### src/rtl/fpu_issue_ctrl.sv
// -----------------------------------------------------------------------------
// fpu_issue_ctrl
//   Issue/writeback sequencer sitting in front of the half-precision FPU.
//   Accepts one FP op from decode (valid/ready), holds opcode and operands
//   steady on the FPU inputs for LATENCY cycles, captures the FPU result and
//   overflow flag, then offers them to writeback (valid/ready). A sticky
//   overflow status bit accumulates overflow across ops until cleared.
//
// Ports
//   i_clk, i_rst                 clock, synchronous active-high reset
//   i_vld / o_rdy                decode handshake
//   i_opcode, i_a, i_b, i_rd     op select, operands, destination tag
//   o_fpu_vld                    one-cycle start pulse to the FPU
//   o_fpu_opcode, o_fpu_a/_b     held op and operands to the FPU
//   i_fpu_res, i_fpu_ovf         FPU result and overflow
//   o_wb_vld / i_wb_rdy          writeback handshake
//   o_wb_res, o_wb_rd, o_wb_ovf  captured result, tag and overflow
//   o_illegal                    one-cycle pulse: unsupported opcode consumed
//   o_sticky_ovf, i_clr_ovf      sticky overflow status and its clear
// -----------------------------------------------------------------------------
module fpu_issue_ctrl #(
  parameter int          LATENCY = 2,
  parameter int          DATA_W  = 16,
  parameter logic [3:0]  OP_ADD  = 4'b1110,
  parameter logic [3:0]  OP_MUL  = 4'b1111
) (
  input  logic              i_clk,
  input  logic              i_rst,
  input  logic              i_vld,
  output logic              o_rdy,
  input  logic [3:0]        i_opcode,
  input  logic [DATA_W-1:0] i_a,
  input  logic [DATA_W-1:0] i_b,
  input  logic [3:0]        i_rd,
  output logic              o_fpu_vld,
  output logic [3:0]        o_fpu_opcode,
  output logic [DATA_W-1:0] o_fpu_a,
  output logic [DATA_W-1:0] o_fpu_b,
  input  logic [DATA_W-1:0] i_fpu_res,
  input  logic              i_fpu_ovf,
  output logic              o_wb_vld,
  input  logic              i_wb_rdy,
  output logic [DATA_W-1:0] o_wb_res,
  output logic [3:0]        o_wb_rd,
  output logic              o_wb_ovf,
  output logic              o_illegal,
  output logic              o_sticky_ovf,
  input  logic              i_clr_ovf
);

  localparam int CNT_W = $clog2(LATENCY + 1);

  typedef enum logic [1:0] {
    IDLE = 2'd0,
    EXEC = 2'd1,
    DONE = 2'd2
  } state_t;

  state_t           state;
  logic [CNT_W-1:0] cnt;
  logic             op_legal;

  assign op_legal = (i_opcode == OP_ADD) || (i_opcode == OP_MUL);

  // Ready is the only combinational output; it drops immediately under reset
  // so decode never sees a handshake that the reset edge would discard.
  assign o_rdy = (state == IDLE) && !i_rst;

  always_ff @(posedge i_clk) begin
    if (i_rst) begin
      state        <= IDLE;
      cnt          <= '0;
      o_fpu_vld    <= 1'b0;
      o_fpu_opcode <= '0;
      o_fpu_a      <= '0;
      o_fpu_b      <= '0;
      o_wb_vld     <= 1'b0;
      o_wb_res     <= '0;
      o_wb_rd      <= '0;
      o_wb_ovf     <= 1'b0;
      o_illegal    <= 1'b0;
      o_sticky_ovf <= 1'b0;
    end else begin
      o_fpu_vld <= 1'b0;
      o_illegal <= 1'b0;

      // Clear first; a capture with overflow later in this block overrides it,
      // so a coincident set and clear leaves the flag set.
      if (i_clr_ovf) o_sticky_ovf <= 1'b0;

      case (state)
        IDLE: begin
          if (i_vld) begin
            if (op_legal) begin
              o_fpu_opcode <= i_opcode;
              o_fpu_a      <= i_a;
              o_fpu_b      <= i_b;
              o_wb_rd      <= i_rd;
              o_fpu_vld    <= 1'b1;
              cnt          <= CNT_W'(LATENCY - 1);
              state        <= EXEC;
            end else begin
              // Unsupported op is consumed and flagged; nothing reaches the FPU.
              o_illegal <= 1'b1;
            end
          end
        end

        EXEC: begin
          if (cnt == '0) begin
            o_wb_res <= i_fpu_res;
            o_wb_ovf <= i_fpu_ovf;
            o_wb_vld <= 1'b1;
            if (i_fpu_ovf) o_sticky_ovf <= 1'b1;
            state    <= DONE;
          end else begin
            cnt <= cnt - CNT_W'(1);
          end
        end

        DONE: begin
          if (i_wb_rdy) begin
            o_wb_vld <= 1'b0;
            state    <= IDLE;
          end
        end

        default: state <= IDLE;
      endcase
    end
  end

endmodule

### config.mk
export PLATFORM = sky130hd
export DESIGN_NAME = fpu_issue_ctrl
export DESIGN_NICKNAME = d
export VERILOG_FILES = /design/src/rtl/fpu_issue_ctrl.sv
export SDC_FILE = /design/constraint.sdc
export NUM_CORES = 1
export LEC_CHECK = 0
export CAP_MARGIN = 20
export CORE_AREA = 2 2 91 93
export CTS_BUF_LIST = sky130_fd_sc_hd__clkbuf_16
export DETAILED_ROUTE_END_ITERATION = 7
export DIE_AREA = 0 0 93 95
export MAX_ROUTING_LAYER = met4
export PLACE_DENSITY = 0.78
export REMOVE_ABC_BUFFERS = 1
export SLEW_MARGIN = 30
export SYNTH_ARGS = -nofsm -noshare
export SYNTH_HDL_FRONTEND = slang
export SYNTH_SLANG_ARGS = --single-unit
### constraint.sdc
create_clock -name i_clk -period 4.3 [get_ports i_clk]
set_input_delay 0.43 -clock i_clk [delete_from_list [all_inputs] [get_ports i_clk]]
set_output_delay 0.43 -clock i_clk [all_outputs]
set_load 0.01 [all_outputs]
* After elaboration in Yosys (flattened, before gate mapping) *
Cells that the tools add are included.

cells by class
  add/sub/neg operators = 1
  eq/ne operators = 9
  muxes and demuxes = 16
  bitwise logic cells = 2
  reductions and logical operators = 13

operator list
  kind                                               number
  2-to-1 mux 2 bit                                   5
  inequality test 2 bit (second input constant)      5
  == test 4 bit (second input constant)              2
  2-to-1 mux 1 bit                                   8
  AND reduction 4 bit                                2
  case mux 2 bit (3 select lines)                    1
  AND reduction 3 bit                                2
  zero test 2 bit                                    2
  case mux 2 bit (2 select lines)                    1
  nonzero test 2 bit                                 2
  OR reduction 3 bit                                 1
  == test 2 x 1 -> 1 bit (second input constant)     1
  == test 2 bit (second input constant)              1
  inverter 1 bit                                     2
  case mux 1 bit (2 select lines)                    1
  AND reduction 2 bit                                1
  subtractor 2 x 1 -> 2 bit (second input constant)  1
  logical AND 1 bit                                  1
  zero test 1 bit                                    1
  logical OR 1 bit                                   1

word-level totals
  register bits after elaboration = 65
  input bits = 62
  word-level logic and storage cells = 53

* Depth between registers and ports, before layout *
Gate-level depths: netlist of run 1.

  depth after elaboration = 5
  depth in mapped cells = 7
  gate-level depth less buffers = 5

* Least setup slack after synthesis of run 1 *
No wires, ideal clock.

  kind = input to register
  start = input port i_opcode[2]
  end = register cnt[0]
  library setup time = 0.120 ns
  arrival = 1.288 ns
  required time = 4.180 ns
  slack = 2.893 ns
  stages = 5
  path buffers = 2
  path through = and3_1 and3_1 clkbuf_2 buf_6 o31a_1

between the ends
  longest elaborated chain between the ends = 4
  elaborated cells between the ends (all ways) = 5

ends and longest elaborated chain
  what                                 RTL line  source
  from (decl)                          31        input logic [3:0] i_opcode,
  == test 4 bit                        63        assign op_legal = (i_opcode == OP_ADD) || (i_opcode == OP_MUL);
  logical OR 1 bit (*)                 63
  inequality test 2 bit (no line) (*)  -
  AND reduction 4 bit (no line) (*)    -
  to (signal assigned)                 100       cnt <= CNT_W'(LATENCY - 1);
  to (signal assigned)                 117       cnt <= cnt - CNT_W'(1);
  to (decl)                            60        logic [CNT_W-1:0] cnt;

Every way passes the cells marked *; elsewhere a longest branch is shown, timed or not.
A chain may end at the register's enable or synchronous reset.

* Worst setup path after layout of run 1 *
  start = register state[0]
  end = output port o_rdy

between the ends
  longest elaborated chain between the ends = 2

ends and longest elaborated chain
  what                    RTL line  source
  from (decl)             59        state_t state;
  from (signal assigned)  71        state <= IDLE;
  from (signal assigned)  101       state <= EXEC;
  from (signal assigned)  115       state <= DONE;
  zero test 2 bit         67        assign o_rdy = (state == IDLE) && !i_rst;
  logical AND 1 bit       67
  to (decl)               30        output logic o_rdy,

No other way between the ends.

==> key figures, run 1 <==
Outcome
  – Run status: completed

Synth
  – Fraction of registers with async set/reset: 0%
  – Ranking of synthesized cells by area: dfxtp_1, nand2b_1, mux2i_1
  – Register bit total from synthesis: 65
  – Largest family of logic cells by synthesized area: simple AND/OR/NAND/NOR gates
  – Synth Area in XOR/XNOR: 0%
  – Mapped Area: 2660 sq um
  – Post-synth EDFFs: 0
  – Count leader, synth: nand2b_1
  – Synth cell types: 26
  – Multiplexer share of the synthesized area: 13.9%
  – Cell count after synthesis: 281
  – Synth warn: 0
  – Avg Inst Size Synth: 9.48 sq um
  – Cell taking the most area after synthesis: dfxtp_1
  – Share of the synthesized area in the top cell type: 48.8%
  – Post-synthesis sequential area ratio: 48.8%
  – Compound-Gate Fraction of Synth Area: 5.97%
  – Simple-gate portion of the synthesized area: 26.0%
  – Synth cell count leaders: nand2b_1, dfxtp_1, mux2i_1, nand2_1, a21oi_1
  – Synth Area in Adders: 0.470%
  – Post-synth top flop: dfxtp_1

Detailed routing
  – TritonRoute pass-1 iters: 4
  – Remaining DRCs: 0
  – Routed len/inst: 11.9 um
  – Drt initial violations: 52
  – Antenna-violating nets left: 0
  – Vias: 2266
  – DRT Wirelength: 6020 um
  – Via density: 4.49

Die
  – Initial Utilization: 33.6%
  – Floorplan row count: 33
  – Die area: 8840 sq um
  – Ports: 124
  – Core box area: 7930 sq um
  – Die W: 93 um
  – Die Y: 95 um

Clocking
  – Clk_lat worst skew: 320 ps
  – Clock slew at reported path FFs: 50 ps
  – CTS tree: done
  – # clock sinks: 65
  – Root buffer cell: clkbuf_16
  – Clock buffer count from CTS: 9
  – Hold buffers post-CTS: 0
  – CTS H-tree lvls: 3
  – Resized cells post-CTS: 0
  – Clock Path Buffers: 2
  – Setup bufs post-CTS: 0

Critical path
  – Data arrival time of the worst path: 1530 ps
  – WP data required: 3870 ps
  – CP max stage cell: clkdlybuf4s50_1
  – Worst path bufs/invs: 1
  – Worst Setup Start Kind: flip-flop
  – CP Class: flip-flop to output port
  – Crit. End Element: output port
  – Critical path peak fanout: 9
  – Worst-path cell chain: nor3_1 -> clkdlybuf4s50_1
  – Worst path max stage delay: 590 ps
  – CP top delay family: buffers and inverters

Final layout
  – Final nets: 459
  – Synth-to-Final Area Change: 57.7%
  – # diodes: 0
  – Layout cells sized above 1: 4.00%
  – Design Area, Final: 4200 sq um

Place
  – Post-DP HPWL: 4230 um
  – Placed Area: 3920 sq um
  – I/O Buffers: 123
  – Gpl congestion: 0.714

Timing
  – TNS Setup: 0 ps
  – Final setup violation count: 0
  – Final hold vios: 0
  – Max-slew violations: 0
  – Max_slew headroom: 51.2%
  – Clock skew: 2.74 ps
  – Slew @ Worst Pin: 733 ps
  – Period utilization: 45.7%
  – RSZ-0062 raised after global routing: no
  – Fmax: 0.509 GHz
  – Tmin final: 1960 ps

Global routing
  – Initial antenna violation count: 0
  – Overflow after GRT: 0
  – GRT Total Usage: 14.4%
  – Largest net degree at the start of global routing: 103
  – First-pass GRT wire length: 9640 um
  – Vias in the first global route: 2191

Pwr
  – Worst vdd ir: 0.000182 V
  – Pwr/cell area: 342 nW/um^2
  – Lkg Pwr: 1.46 nW

Job
  – Max-cap check violation count: 0

Min path
  – HP Class: flip-flop to flip-flop
[worst paths after layout]
check / startpoint / endpoint / slack, ps / depth (start not counted)
setup / recovery: state[0]$_SDFFE_PP0P_ / o_rdy / 2340 / 2
hold / removal: o_fpu_opcode[3]$_SDFFE_PP0P_ / o_fpu_opcode[3]$_SDFFE_PP0P_ / 450 / 2
setup reg to reg: state[0]$_SDFFE_PP0P_ / o_fpu_a[7]$_SDFFE_PP0P_ / 2740 / 3
hold reg to reg: o_fpu_opcode[3]$_SDFFE_PP0P_ / o_fpu_opcode[3]$_SDFFE_PP0P_ / 450 / 2
[layout by cell type (no fill, tap or decap), types with 5 or more instances in the layout]
cell / Yosys / layout
mux2i_1: 37 / 37
dfxtp_1: 65 / 65
clkbuf_16: 0 / 9
nor2_1: 5 / 5
inv_1: 5 / 6
clkdlybuf4s50_1: 0 / 122
nand2b_1: 76 / 76
nand2_1: 34 / 34
a21oi_1: 25 / 25
[cell type report]
cell class	count	area [sq um]
Clock buffer	9	225
Clock inverter	6	51.3
Fill cell	740	3730
Inverter	5	18.8
Multi-Input combinational cell	191	1240
Sequential cell	65	1300
Tap cell	105	131
Timing Repair Buffer	124	1230
[metal layers]
| metal | vias to the layer above | routed length (um) | track usage (%) |
|---|---|---|---|
| met5 | - | 0 | - |
| met4 | 0 | 91 | 5.88 |
| met3 | 10 | 481 | 5.03 |
| met2 | 89 | 2840 | 24.2 |
| met1 | 1026 | 2610 | 15.6 |
| li1 | 1141 | - | - |
[worst register-to-register path, cell delays in order (launching register included)]
cell and delay (ps):
dfxtp_1 360, nor2_1 160, and3_4 650, mux2i_1 310
[cell families (layout without fill, tap and decap cells)]
group,after synthesis,count (layout)
simple gates,125,125
compound gates,28,28
mux,37,37
fa+ha+maj,1,1
flops,65,65
buf+inv,25,144
[metrics by stage]
step	hold WS, ps	cells	worst slack [ps]	total power [mW]	utilization (%)
5_1_grt	480	505	2250	1.50	53.0
6_report	446	505	2340	1.44	53.0
2_1_floorplan	463	261	1990	0.682	-
4_1_cts	450	505	2320	1.46	53.0
3_3_place_gp	434	490	1910	0.777	49.4
3_5_place_dp	441	490	2190	0.779	49.5
[state kept, by name, indices dropped and copies added (netlist names)]
register      cells
o_fpu_vld         1
cnt               2
o_wb_rd           4
o_fpu_b          16
o_sticky_ovf      1
o_fpu_opcode      4
o_wb_ovf          1
o_fpu_a          16
state             2
o_wb_res         16
o_illegal         1
o_wb_vld          1
[power by group]
group / total (mW) / leakage, nW / internal, mW / switching (mW)
clock: 0.672 / 0.141 / 0.436 / 0.236
sequential: 0.623 / 0.526 / 0.616 / 0.00725
combinational: 0.142 / 0.794 / 0.0947 / 0.0476
total: 1.44 / 1.46 / 1.15 / 0.291
(Power assumes the default switching activity.)
==> inputs of run 2 (changes only) <==
Clock period 4.3 ns to 1.85 ns, I/O delays scaled along.
==> run 2 against run 1 <==
Compared with the run above:
- sequential cell count unchanged
- sequential power up 130%
- highest routed layer unchanged
- total power up 150%
==> key figures, run 2 (synthesis results as in run 1) <==
Detailed routing
  – TritonRoute pass-1 iters: 4 (unchanged)
  – Antenna-violating nets left: 0 (unchanged)
  – Via density: 4.44 (was 4.49)
  – Routed len/inst: 11.8 um (was 11.9 um)
  – Vias: 2260 (was 2266)
  – Drt initial violations: 42 (was 52)
  – DRT Wirelength: 6000 um (was 6020 um)
  – Remaining DRCs: 0 (unchanged)

Timing
  – Slew @ Worst Pin: 636 ps (was 733 ps)
  – Tmin final: 1730 ps
  – RSZ-0062 raised after global routing: no (unchanged)
  – Final hold vios: 0 (unchanged)
  – Worst Slack Setup Final: 120 ps (was 2340 ps)
  – Period utilization: 93.5%
  – Max-slew violations: 0 (unchanged)
  – WHS: 209 ps (was 446 ps)
  – Clock skew: 6.32 ps (was 2.74 ps)
  – Max_slew headroom: 57.5% (was 51.2%)
  – TNS Setup: 0 ps (unchanged)
  – Final setup violation count: 0 (unchanged)
  – Fmax: 0.578 GHz

Critical path
  – CP top delay family: buffers and inverters (unchanged)
  – Worst-path cell chain: nor3_1 -> clkdlybuf4s50_1 (unchanged)
  – Worst R2R End: o_wb_ovf$_SDFFE_PP0P_ (was o_fpu_a[7]$_SDFFE_PP0P_)
  – Worst Setup Start Kind: flip-flop (unchanged)
  – CP max stage cell: clkdlybuf4s50_1 (unchanged)
  – Critical path peak fanout: 8 (was 9)
  – Worst path max stage delay: 600 ps (was 590 ps)
  – WP depth: 2 (unchanged)
  – Worst r2r path cells: 5 (was 3)
  – WP data required: 1660 ps (was 3870 ps)
  – CP Class: flip-flop to output port (unchanged)
  – Crit. End Element: output port (unchanged)
  – CP startpoint: state[1]$_SDFFE_PP0P_ (was state[0]$_SDFFE_PP0P_)
  – Critical Path Sink: o_rdy (unchanged)
  – RR Startpoint: cnt[0]$_SDFFE_PP0P_ (was state[0]$_SDFFE_PP0P_)
  – Data arrival time of the worst path: 1540 ps (was 1530 ps)
  – R2r setup slk: 260 ps (was 2740 ps)
  – Worst path bufs/invs: 1 (unchanged)

Job
  – Max-cap check violation count: 0 (unchanged)

Final layout
  – Layout cells sized above 1: 5.69% (was 4.00%)
  – # diodes: 0 (unchanged)
  – Highest-count cells in the layout ignoring fill and taps: clkdlybuf4s50_1, nand2b_1, dfxtp_1, mux2i_1, nand2_1 (unchanged)
  – Synth-to-Final Area Change: 60.9% (was 57.7%)
  – Fin util: 54.1% (was 53.0%)
  – Design Area, Final: 4290 sq um (was 4200 sq um)
  – Biggest regs: o_fpu_a x16, o_fpu_b x16, o_wb_res x16 (unchanged)
  – Final nets: 462 (was 459)
  – Non-Filler Instances: 509 (was 505)
  – Number of fill cells in the layout: 697 (was 740)
  – Commonest non-fill, non-tap cell in the layout: clkdlybuf4s50_1 (unchanged)

Clocking
  – Clock buffer count from CTS: 9 (unchanged)
  – Clk_lat worst skew: 320 ps (about the same)
  – Setup bufs post-CTS: 0 (unchanged)
  – Resized cells post-CTS: 0 (unchanged)
  – Clock slew at reported path FFs: 50 ps (about the same)
  – Root buffer cell: clkbuf_16 (unchanged)
  – CTS H-tree lvls: 3 (unchanged)
  – CTS tree: done (unchanged)
  – Clock Path Buffers: 2 (unchanged)
  – # clock sinks: 65 (unchanged)
  – Hold buffers post-CTS: 0 (unchanged)

Global routing
  – Initial antenna violation count: 0 (unchanged)
  – Largest net degree at the start of global routing: 59 (was 103)
  – GR Util met2: 23.1% (was 24.2%)
  – GRT met1 Usage: 15.9% (was 15.6%)
  – Met3 usage: 4.07% (was 5.03%)
  – Overflow after GRT: 0 (unchanged)
  – Vias in the first global route: 2214 (was 2191)
  – Grt peak-use layer: met2 (unchanged)
  – GRT Total Usage: 14.1% (was 14.4%)
  – First-pass GRT wire length: 9600 um (was 9640 um)

Place
  – I/O Buffers: 123 (unchanged)
  – Gpl congestion: 0.711 (was 0.714)
  – Placed Area: 3970 sq um (was 3920 sq um)
  – Post-DP HPWL: 4270 um (was 4230 um)
  – Place WS: 235 ps (was 2190 ps)
  – Placed cell count: 493 (was 490)

Pwr
  – Net Sw Power: 0.729 mW (was 0.291 mW)
  – Switch share: 20.5% (was 20.2%)
  – Combinational share of power: 9.5% (was 9.9%)
  – Seq pwr share: 40.7% (was 43.4%)
  – Total power: 3.56 mW (was 1.44 mW)
  – Lkg Pwr: 1.49 nW (was 1.46 nW)
  – Internal: 2.83 mW (was 1.15 mW)
  – Pwr/cell area: 831 nW/um^2 (was 342 nW/um^2)
  – Power share of the clock group: 49.9% (was 46.7%)
  – Worst vdd ir: 0.000402 V (was 0.000182 V)

Die
  – Ports: 124 (unchanged)
  – Initial Utilization: 33.6% (unchanged)
  – Floorplan row count: 33 (unchanged)
  – Die area: 8840 sq um (unchanged)
  – Die Y: 95 um (unchanged)
  – Die W: 93 um (unchanged)
  – Core box area: 7930 sq um (unchanged)

Outcome
  – Run status: completed (unchanged)

Min path
  – HP Class: input pin to flip-flop (was flip-flop to flip-flop)
run 2: cell count changes in the layout (fill, tap and decap cells not counted), sizes merged:
| cell | change |
|---|---|
| clkinvlp | +2 |
| buf | +3 |
| bufinv | +1 |
| clkinv | -2 |
run 2: how the worst min path moves through the flow:
stage | endpoint | from | depth (start not counted)
3_5_place_dp | o_fpu_opcode[2]$_SDFFE_PP0P_ | o_fpu_opcode[2]$_SDFFE_PP0P_ | 2
2_1_floorplan | o_fpu_opcode[1]$_SDFFE_PP0P_ | i_rst | 1
5_1_grt | o_illegal$_SDFF_PP0_ | i_rst | 3
3_3_place_gp | o_fpu_opcode[3]$_SDFFE_PP0P_ | o_fpu_opcode[3]$_SDFFE_PP0P_ | 2
6_report | o_illegal$_SDFF_PP0_ | i_rst | 3
4_1_cts | o_illegal$_SDFF_PP0_ | i_rst | 3
run 2: per-layer routing:
layer | vias to the layer above | wire length [um]
met2 | 88 | 2690
met1 | 1015 | 2750
met3 | 8 | 453
li1 | 1149 | -
met5 | - | 0
met4 | 0 | 99
run 2: worst reg2reg max path: cells and delay by family (launching register included):
family	cells	cell delay, ps
AOI/OAI and AO/OA	1	150
adders and majority gates	1	240
buffers and inverters	1	60
DFF	1	320
and+or+nand+nor	2	750
run 2: power groups by stage:
stage | registers, mW | logic, mW | clock network [mW]
6_report | 1.45 | 0.337 | 1.78
5_1_grt | 1.45 | 0.363 | 1.89
4_1_cts | 1.45 | 0.342 | 1.83
3_5_place_dp | 1.48 | 0.340 | 0
3_3_place_gp | 1.48 | 0.334 | 0
2_1_floorplan | 1.49 | 0.0957 | 0
run 2: cell type report:
class	count	area, sq um	share of cell area (%)
Clock buffer	9	225	5.25
Inverter	5	18.8	0.438
Sequential cell	65	1300	30.4
Tap cell	105	131	3.06
Multi-Input combinational cell	191	1230	28.8
Timing Repair Buffer	127	1280	29.9
Clock inverter	7	93.8	2.19
